**src/rtl/mem_port_arbiter.sv**
```systemverilog
// mem_port_arbiter: single-outstanding arbiter for the shared memory port (fetch vs. load/store).
// Optional response watchdog is compiled in when MEM_ARB_TIMEOUT_EN is defined.
`default_nettype none

module mem_port_arbiter #(
   parameter int XLEN           = 32,
   parameter int TIMEOUT_CYCLES = 255
) (
   input  logic            clk,
   input  logic            reset_n,
   input  logic            if_req_v_i,
   input  logic [XLEN-1:0] if_adr_i,
   output logic            if_gnt_o,
   output logic            if_rsp_v_o,
   output logic [XLEN-1:0] if_rsp_data_o,
   output logic            if_rsp_err_o,
   input  logic            lsu_req_v_i,
   input  logic [XLEN-1:0] lsu_adr_i,
   input  logic            lsu_is_store_i,
   input  logic [XLEN-1:0] lsu_store_data_i,
   input  logic [2:0]      lsu_access_size_i,
   output logic            lsu_gnt_o,
   output logic            lsu_rsp_v_o,
   output logic [XLEN-1:0] lsu_rsp_data_o,
   output logic            lsu_rsp_err_o,
   input  logic            flush_i,
   output logic            mem_req_v_o,
   output logic [XLEN-1:0] mem_adr_o,
   output logic            mem_we_o,
   output logic [XLEN-1:0] mem_wdata_o,
   output logic [2:0]      mem_size_o,
   input  logic            mem_req_rdy_i,
   input  logic            mem_rsp_v_i,
   input  logic [XLEN-1:0] mem_rsp_data_i,
   input  logic            mem_rsp_err_i,
   output logic            busy_o
);

   typedef enum logic [1:0] {
      IDLE = 2'd0,
      REQ  = 2'd1,
      RSP  = 2'd2
   } state_t;

   localparam logic [2:0] FETCH_SIZE = 3'b010;

   state_t          state;
   state_t          state_nxt;
   logic            last_gnt_lsu;
   logic            owner_lsu;
   logic            drop;
   logic [XLEN-1:0] adr_q;
   logic [XLEN-1:0] wdata_q;
   logic            we_q;
   logic [2:0]      size_q;

   logic            if_cand;
   logic            if_gnt;
   logic            lsu_gnt;
   logic            bus_rsp;
   logic            timeout;
   logic            rsp_evt;
   logic [XLEN-1:0] rsp_data;
   logic            rsp_err;

`ifdef MEM_ARB_TIMEOUT_EN
   localparam int CNT_W = ($clog2(TIMEOUT_CYCLES + 1) > 8) ? $clog2(TIMEOUT_CYCLES + 1) : 8;

   logic [CNT_W-1:0] cnt;

   // Held at zero while idle, so it starts from zero on every entry to REQ.
   always_ff @(posedge clk or negedge reset_n) begin
      if (!reset_n)
         cnt <= '0;
      else if (state == IDLE)
         cnt <= '0;
      else
         cnt <= cnt + CNT_W'(1);
   end

   assign timeout = (state != IDLE) && (cnt == CNT_W'(TIMEOUT_CYCLES));
`else
   // Watchdog compiled out: never fires for any legal limit.
   assign timeout = (TIMEOUT_CYCLES < 0);
`endif

   // A flushed fetch is not a candidate, so the LSU is never blocked by it.
   assign if_cand = if_req_v_i && !flush_i;

   always_comb begin
      if_gnt    = 1'b0;
      lsu_gnt   = 1'b0;
      state_nxt = state;
      case (state)
         IDLE: begin
            lsu_gnt = lsu_req_v_i && !(last_gnt_lsu && if_cand);
            if_gnt  = if_cand && !lsu_gnt;
            if (if_gnt || lsu_gnt)
               state_nxt = REQ;
         end
         REQ: begin
            if (timeout)
               state_nxt = IDLE;
            else if (mem_req_rdy_i)
               state_nxt = RSP;
         end
         RSP: begin
            if (bus_rsp || timeout)
               state_nxt = IDLE;
         end
         default: state_nxt = IDLE;
      endcase
   end

   assign bus_rsp  = (state == RSP) && mem_rsp_v_i;
   assign rsp_evt  = bus_rsp || timeout;
   assign rsp_data = bus_rsp ? mem_rsp_data_i : '0;
   assign rsp_err  = bus_rsp ? mem_rsp_err_i : 1'b1;

   assign if_gnt_o      = if_gnt;
   assign lsu_gnt_o     = lsu_gnt;
   assign if_rsp_v_o    = rsp_evt && !owner_lsu && !drop && !flush_i;
   assign if_rsp_data_o = if_rsp_v_o ? rsp_data : '0;
   assign if_rsp_err_o  = if_rsp_v_o && rsp_err;
   assign lsu_rsp_v_o    = rsp_evt && owner_lsu;
   assign lsu_rsp_data_o = lsu_rsp_v_o ? rsp_data : '0;
   assign lsu_rsp_err_o  = lsu_rsp_v_o && rsp_err;

   assign mem_req_v_o = (state == REQ);
   assign mem_adr_o   = adr_q;
   assign mem_we_o    = we_q;
   assign mem_wdata_o = wdata_q;
   assign mem_size_o  = size_q;
   assign busy_o      = (state != IDLE);

   always_ff @(posedge clk or negedge reset_n) begin
      if (!reset_n) begin
         state        <= IDLE;
         last_gnt_lsu <= 1'b0;
         owner_lsu    <= 1'b0;
         drop         <= 1'b0;
         adr_q        <= '0;
         wdata_q      <= '0;
         we_q         <= 1'b0;
         size_q       <= '0;
      end else begin
         state <= state_nxt;
         if (lsu_gnt) begin
            owner_lsu    <= 1'b1;
            last_gnt_lsu <= 1'b1;
            adr_q        <= lsu_adr_i;
            we_q         <= lsu_is_store_i;
            wdata_q      <= lsu_store_data_i;
            size_q       <= lsu_access_size_i;
         end else if (if_gnt) begin
            owner_lsu    <= 1'b0;
            last_gnt_lsu <= 1'b0;
            adr_q        <= if_adr_i;
            we_q         <= 1'b0;
            wdata_q      <= '0;
            size_q       <= FETCH_SIZE;
         end
         // A flush anywhere in an IF-owned transaction poisons its response.
         if (state_nxt == IDLE)
            drop <= 1'b0;
         else if ((state != IDLE) && !owner_lsu && flush_i)
            drop <= 1'b1;
      end
   end

endmodule

`default_nettype wire

```
**config.mk**
```make
export PLATFORM = sky130hd
export DESIGN_NAME = mem_port_arbiter
export DESIGN_NICKNAME = d
export VERILOG_FILES = /design/src/rtl/mem_port_arbiter.sv
export SDC_FILE = /design/constraint.sdc
export NUM_CORES = 1
export LEC_CHECK = 0
export ABC_CLOCK_PERIOD_IN_PS = 1400
export CAP_MARGIN = 20
export CORE_MARGIN = 4
export CORE_UTILIZATION = 30
export DETAILED_ROUTE_END_ITERATION = 10
export GPL_TIMING_DRIVEN = 0
export PLACE_DENSITY_LB_ADDON = 0.1
export SETUP_SLACK_MARGIN = 0.2
export SLEW_MARGIN = 40
export SYNTH_ARGS = -nofsm -noshare
export SYNTH_HDL_FRONTEND = slang
export SYNTH_SLANG_ARGS = --single-unit
```
**constraint.sdc**
```tcl
create_clock -name clk -period 1.4 [get_ports clk]
set_input_delay 0.28 -clock clk [delete_from_list [all_inputs] [get_ports clk]]
set_output_delay 0.28 -clock clk [all_outputs]
set_load 0.01 [all_outputs]
```
==> impl_metrics.ini, run 1 <==
[placed_design]
number_of_placed_instances_with_taps_included = 773
gp_congestion = 0.773
dp.final_hpwl_mm = 11.2
port-buffer-count = 279

[sta]
clock.fmax_ghz = 0.472
finalCritPeriodShare_pct = 151
final-setup-viol-count = 143
relSlewSlack_pct = 79.1
final.setup_skew_ps = 5.22
grt_setup_unrepaired = true
report.final.slew_viol_count = 0
hold_viol = 0
setup_slack_ps = -720
period_minus_slack_ps = 2120
timing_worst_slew_pin_value_ps = 312

[global_route]
globalRouteOverflowTotal = 0
grt_pass1_vias = 4117
grt_pass1_wl_mm = 22.7
maximum_number_of_pins_on_one_net_before_global_route_repair = 57
global_route.usage.total_pct = 21.8
grt_antenna_before_repair = 2

[synthesis]
synth.avg_cell_area_um2 = 9.74
ys_top_cells_by_area = sky130_fd_sc_hd__dfrtp_1 52%, sky130_fd_sc_hd__and2_1 12%, sky130_fd_sc_hd__a21oi_1 9.5%
synth-seq-area-share_pct = 52.4
synth_fp_nets = 493
synth_commonest_cells = 72 x sky130_fd_sc_hd__dfrtp_1, 66 x sky130_fd_sc_hd__and2_1, 65 x sky130_fd_sc_hd__a21oi_1, 35 x sky130_fd_sc_hd__a22o_1, 34 x sky130_fd_sc_hd__nand2_1
ys.warnings.count = 0
postSynth.asyncResetShare_pct = 100
synth_most_common_cell = sky130_fd_sc_hd__dfrtp_1
top_ff_cell_synth = sky130_fd_sc_hd__dfrtp_1
netlist.top_cell.by_area = sky130_fd_sc_hd__dfrtp_1
synth-edff-count = 0
syn_area_mm2 = 0.00344
yosysUniqueCellTypes = 27
netlist_instances = 353
synth_seq_cells = 72
synthDominantCellAreaShare_pct = 52.4

[clock_tree]
cts_tree = done
cts_buffer_depth = 2
worst_skew_pair.late_latency_ps = 330
clock_sinks = 72
clk_transition_reported_paths_ps = 60
clk_root_buffer_cell = sky130_fd_sc_hd__clkbuf_16
cts_made_buffers = 9
h-tree-depth = 3

[outcome]
violated_checks = setup timing
outcome = finished with violations

[route]
ant_nets = 0
via_count = 4074
firstDrtPassIters = 5
detail_route.wl_per_cell_um = 18.7
average_vias_per_placed_instance = 4.78
drt_wl_total_mm = 15.9
first_iter_violations = 109
drc_errors = 0

[worst_setup_path]
critPathRequiredTime_ps = 1120
critical_path_class = register to primary output
crit_path_max_fanout = 4
endpoint_kind = primary output
arrival_ps = 1840
worstRegToRegCells = 12
setup_crit_start_kind = register

[floorplan]
core_area_mm2 = 0.0110
ioPinCount = 280
dieWidth_um = 115
starting_density_of_the_core_pct = 31.2
rows = 38
die_area_mm2 = 0.0132
die_h_um = 115

[power]
cellPowerDensity_mw_per_mm2 = 1740
vdd.ir_drop.worst_uv = 982
power.leakage_nw = 3.69

[layout]
seqCellArea_mm2 = 0.00180
drive_gt1_share_pct = 50.7
area_growth_syn_to_layout_pct = 129
fillers = 812
final_cell_count_no_fill = 852
post_layout_util_pct = 71.5
multiInputGateArea_mm2 = 0.00181
final_nets = 845

[hold_path]
worst_hold_path_type = primary input to async pin

[run]
cap_violations = 0
[final cells by class]
| cell class | instances | area share (%) |
|---|---|---|
| inverters | 5 | 0.301 |
| multi-input cells | 249 | 23.0 |
| clock inverters | 5 | 0.809 |
| plain buffers | 27 | 4.70 |
| clock buffers | 11 | 3.08 |
| diodes | 2 | 0.0635 |
| well taps | 140 | 2.22 |
| flip-flops and latches | 72 | 22.8 |
| repair buffers | 341 | 43.0 |
[metal layers]
| layer | vias up | track usage [%] | wire (µm) |
|---|---|---|---|
| met5 | - | 0 | 0 |
| met4 | 0 | 7.75 | 453 |
| met3 | 32 | 5.47 | 1250 |
| met2 | 187 | 38.7 | 8280 |
| met1 | 1948 | 25.6 | 5930 |
| li1 | 1907 | - | - |
[report_power, final]
| group | switching (mW) | internal (mW) | leakage, nW |
|---|---|---|---|
| clock network | 0.907 | 1.45 | 0.147 |
| logic | 3.55 | 4.22 | 2.68 |
| registers | 0.525 | 3.05 | 0.862 |
[metrics by stage]
step | instance area [µm²] | power (mW) | TNS, ps | setup slack (ps) | hold WS [ps]
floorplan | 3670 | 6.70 | -6040 | -137 | -15.6
global placement | 6640 | 9.90 | -280090 | -2490 | 487
detailed placement | 6660 | 10.0 | -105170 | -1140 | 131
CTS | 7080 | 12.6 | -56200 | -744 | 337
global route | 7890 | 14.5 | -72900 | -791 | 351
finish | 7890 | 13.7 | -62680 | -720 | 339
[final timing paths]
kind | slack (ps) | to | startpoint
min reg2reg | 500 | mem_wdata_o[29] | mem_wdata_o[29]
max reg2reg | -320 | mem_adr_o[24] | state[0]
min | 340 | mem_wdata_o[16] | reset_n
min in group clk | 500 | mem_wdata_o[29] | mem_wdata_o[29]
max in group asynchronous | 540 | mem_size_o[2] | reset_n
max | -720 | lsu_rsp_data_o[24] | state[0]
[cell families after synthesis]
group | synth area share (%)
buffers and inverters | 5.24
AOI/OAI and AO/OA | 20.1
and+or+nand+nor | 22.2
DFF | 52.4
[registers in the layout, indices dropped and copies added (netlist names)]
name,count
mem_wdata_o,32
mem_we_o,1
mem_adr_o,32
mem_size_o,3
state,2
owner_lsu,1
drop,1
[cell usage in the layout (no fill, tap or decap), types with 8 or more instances in the layout]
cell type / instances
sky130_fd_sc_hd__clkdlybuf4s50_1: 136
sky130_fd_sc_hd__buf_6: 101
sky130_fd_sc_hd__buf_2: 78
sky130_fd_sc_hd__dfrtp_1: 72
sky130_fd_sc_hd__and2_4: 58
sky130_fd_sc_hd__a21oi_2: 43
sky130_fd_sc_hd__a22o_1: 35
sky130_fd_sc_hd__nand2_1: 34
sky130_fd_sc_hd__nor2_1: 33
sky130_fd_sc_hd__a21oi_1: 21
sky130_fd_sc_hd__clkbuf_16: 14
sky130_fd_sc_hd__buf_12: 13
sky130_fd_sc_hd__buf_8: 13
sky130_fd_sc_hd__buf_4: 12
sky130_fd_sc_hd__and2_1: 8
[critical path, cell delays in order (launching register included)]
cell and delay [ps]:
sky130_fd_sc_hd__dfrtp_1 380, sky130_fd_sc_hd__nand3b_1 230, sky130_fd_sc_hd__buf_4 190, sky130_fd_sc_hd__nor2_4 160, sky130_fd_sc_hd__buf_6 150, sky130_fd_sc_hd__buf_6 100
sky130_fd_sc_hd__buf_6 90, sky130_fd_sc_hd__and2_1 100, sky130_fd_sc_hd__buf_2 130
[repair_timing]
item	4_1_cts	5_1_grt
setup buffers	26	20
endpoints found under the setup margin	211	143
hold buffers	1	0
resized for setup	663	131
cloned	8	6
endpoints found under the hold margin	16	0
pin swaps	25	33
Power figures use the tool's default switching activity.
==> run 2, diff against run 1 <==
- CORE_MARGIN: 4 -> unset
==> impl_metrics.ini, run 2 (synthesized netlist as in run 1, its figures left out) <==
[run]
cap_violations = 0

[sta]
timing_worst_slew_pin_value_ps = 408
setup_slack_ps = -702
grt_setup_unrepaired = true
finalCritPeriodShare_pct = 150
report.final.slew_viol_count = 0
period_minus_slack_ps = 2100
final.setup_skew_ps = 4.58
finalSetupTns_ps = -64400
final-setup-viol-count = 143
hold_viol = 0
relSlewSlack_pct = 72.7
fin_hold_ws_ps = 325
clock.fmax_ghz = 0.476

[worst_setup_path]
endpoint_kind = primary output
crit_path_max_fanout = 6
critPathMostFrequentCell = sky130_fd_sc_hd__buf_6
setup_crit_start_kind = register
worstRegToRegCells = 11
timing.critical_path.slowest_cell_delay_ps = 380
critical_path.reg2reg.startpoint = state[0]
crit_chain = nand3b_1 -> buf_4 -> nor4_4 -> buf_6 -> buf_6 -> buf_8 -> and2_4 -> buf_6
cpMaxStageDelayCell = sky130_fd_sc_hd__dfrtp_1
startpoint = state[0]
critPathRequiredTime_ps = 1120
arrival_ps = 1820
critical_path_class = register to primary output

[global_route]
global_route.usage.total_pct = 24.5
maximum_number_of_pins_on_one_net_before_global_route_repair = 60
groute.layer.met2.usage_pct = 43.9
globalRouteOverflowTotal = 0
grt_antenna_before_repair = 0
grt_pass1_wl_mm = 21.5
global_route.usage.met3_pct = 5.14
global_route.usage.met1_pct = 27.9
busiest_layer = met2
grt_pass1_vias = 3976

[placed_design]
port-buffer-count = 279
cell_area_after_placement_mm2 = 0.00666
gp_congestion = 0.750
dp.final_hpwl_mm = 10.4

[route]
drc_errors = 0
firstDrtPassIters = 4
ant_nets = 0
detail_route.wl_per_cell_um = 18.1
first_iter_violations = 247
via_count = 4052
average_vias_per_placed_instance = 4.72
drt_wl_total_mm = 15.6

[floorplan]
rows = 38
starting_density_of_the_core_pct = 31.3
die_area_mm2 = 0.0119
die_h_um = 109
ioPinCount = 280
dieWidth_um = 109
core_area_mm2 = 0.0110

[clock_tree]
worst_skew_pair.late_latency_ps = 330
cts_tree = done
cts_made_buffers = 9
cts_buffer_depth = 2
clock_sinks = 72
clk_root_buffer_cell = sky130_fd_sc_hd__clkbuf_16
h-tree-depth = 3
clk_transition_reported_paths_ps = 60

[power]
vdd.ir_drop.worst_uv = 865
cellPowerDensity_mw_per_mm2 = 1760
power.leakage_nw = 3.73

[layout]
most-common-layout-cells = 137 x sky130_fd_sc_hd__clkdlybuf4s50_1, 106 x sky130_fd_sc_hd__buf_6, 77 x sky130_fd_sc_hd__buf_2
num_antenna_cells = 0
area_growth_syn_to_layout_pct = 132
final_nets = 853
drive_gt1_share_pct = 50.8
layout_commonest_cell = sky130_fd_sc_hd__clkdlybuf4s50_1
finish.instance_area_mm2 = 0.00798

[hold_path]
worst_hold_path_type = primary input to async pin

[outcome]
violated_checks = setup timing
outcome = finished with violations
[run 2: cell count changes in the layout (fill, tap and decap cells not counted), moves of 4 or more]
cell / delta
sky130_fd_sc_hd__buf_12: -4
sky130_fd_sc_hd__buf_6: +5
sky130_fd_sc_hd__a21oi_1: +5
sky130_fd_sc_hd__a21oi_4: +5
sky130_fd_sc_hd__a21oi_2: -10
[run 2: power breakdown]
group,leakage (nW),internal [mW],switching (mW)
clock network,0.138,1.38,0.909
logic,2.73,4.54,3.64
registers,0.862,3.05,0.531
[run 2: repair_timing]
item                       in CTS  in global routing
hold endpoints to repair       13                  0
hold buffers                    1                  0
resized for setup             701                105
buffers inserted               34                 13
gates cloned                   12                  9
setup endpoints to repair     211                143
pin swaps                      33                 29
[run 2: cell type report]
class / instances / area (µm²)
clock buffers: 9 / 225
inverters: 5 / 23.8
clock inverters: 7 / 71.3
repair buffers: 348 / 3450
plain buffers: 27 / 395
flip-flops and latches: 72 / 1800
well taps: 140 / 175
multi-input cells: 250 / 1830
fillers: 805 / 3010
[run 2: per-stage QoR]
stage	power [mW]	utilization [%]	setup slack, ps	cells
after floorplan	6.70	-	-137	353
after global placement	9.84	60.4	-2480	772
after detailed placement	9.99	60.7	-1130	773
after CTS	12.8	66.3	-751	836
after global routing	14.8	72.6	-771	858
final	14.0	72.6	-702	858
[run 2: worst max-delay path, delay by kind of cell (launching register included)]
kind | cells | cell delay (ps)
simple gates | 3 | 480
buf+inv | 5 | 620
flops | 1 | 380
[run 2: worst paths after layout]
| check | end | slack [ps] |
|---|---|---|
| worst min register to register | mem_wdata_o[28] | 500 |
| worst max register to register | mem_adr_o[31] | -370 |
| worst max-delay path | if_rsp_data_o[13] | -700 |
| worst min-delay path | mem_adr_o[6] | 330 |
| min in group clk | mem_adr_o[13] | 490 |
| max in group asynchronous | mem_wdata_o[22] | 560 |
[run 2: per-layer routing]
layer	share of wire (%)	routed length [µm]
met1	37	5790
met2	53	8300
met3	7.1	1100
met4	2.4	370
met5	0	0
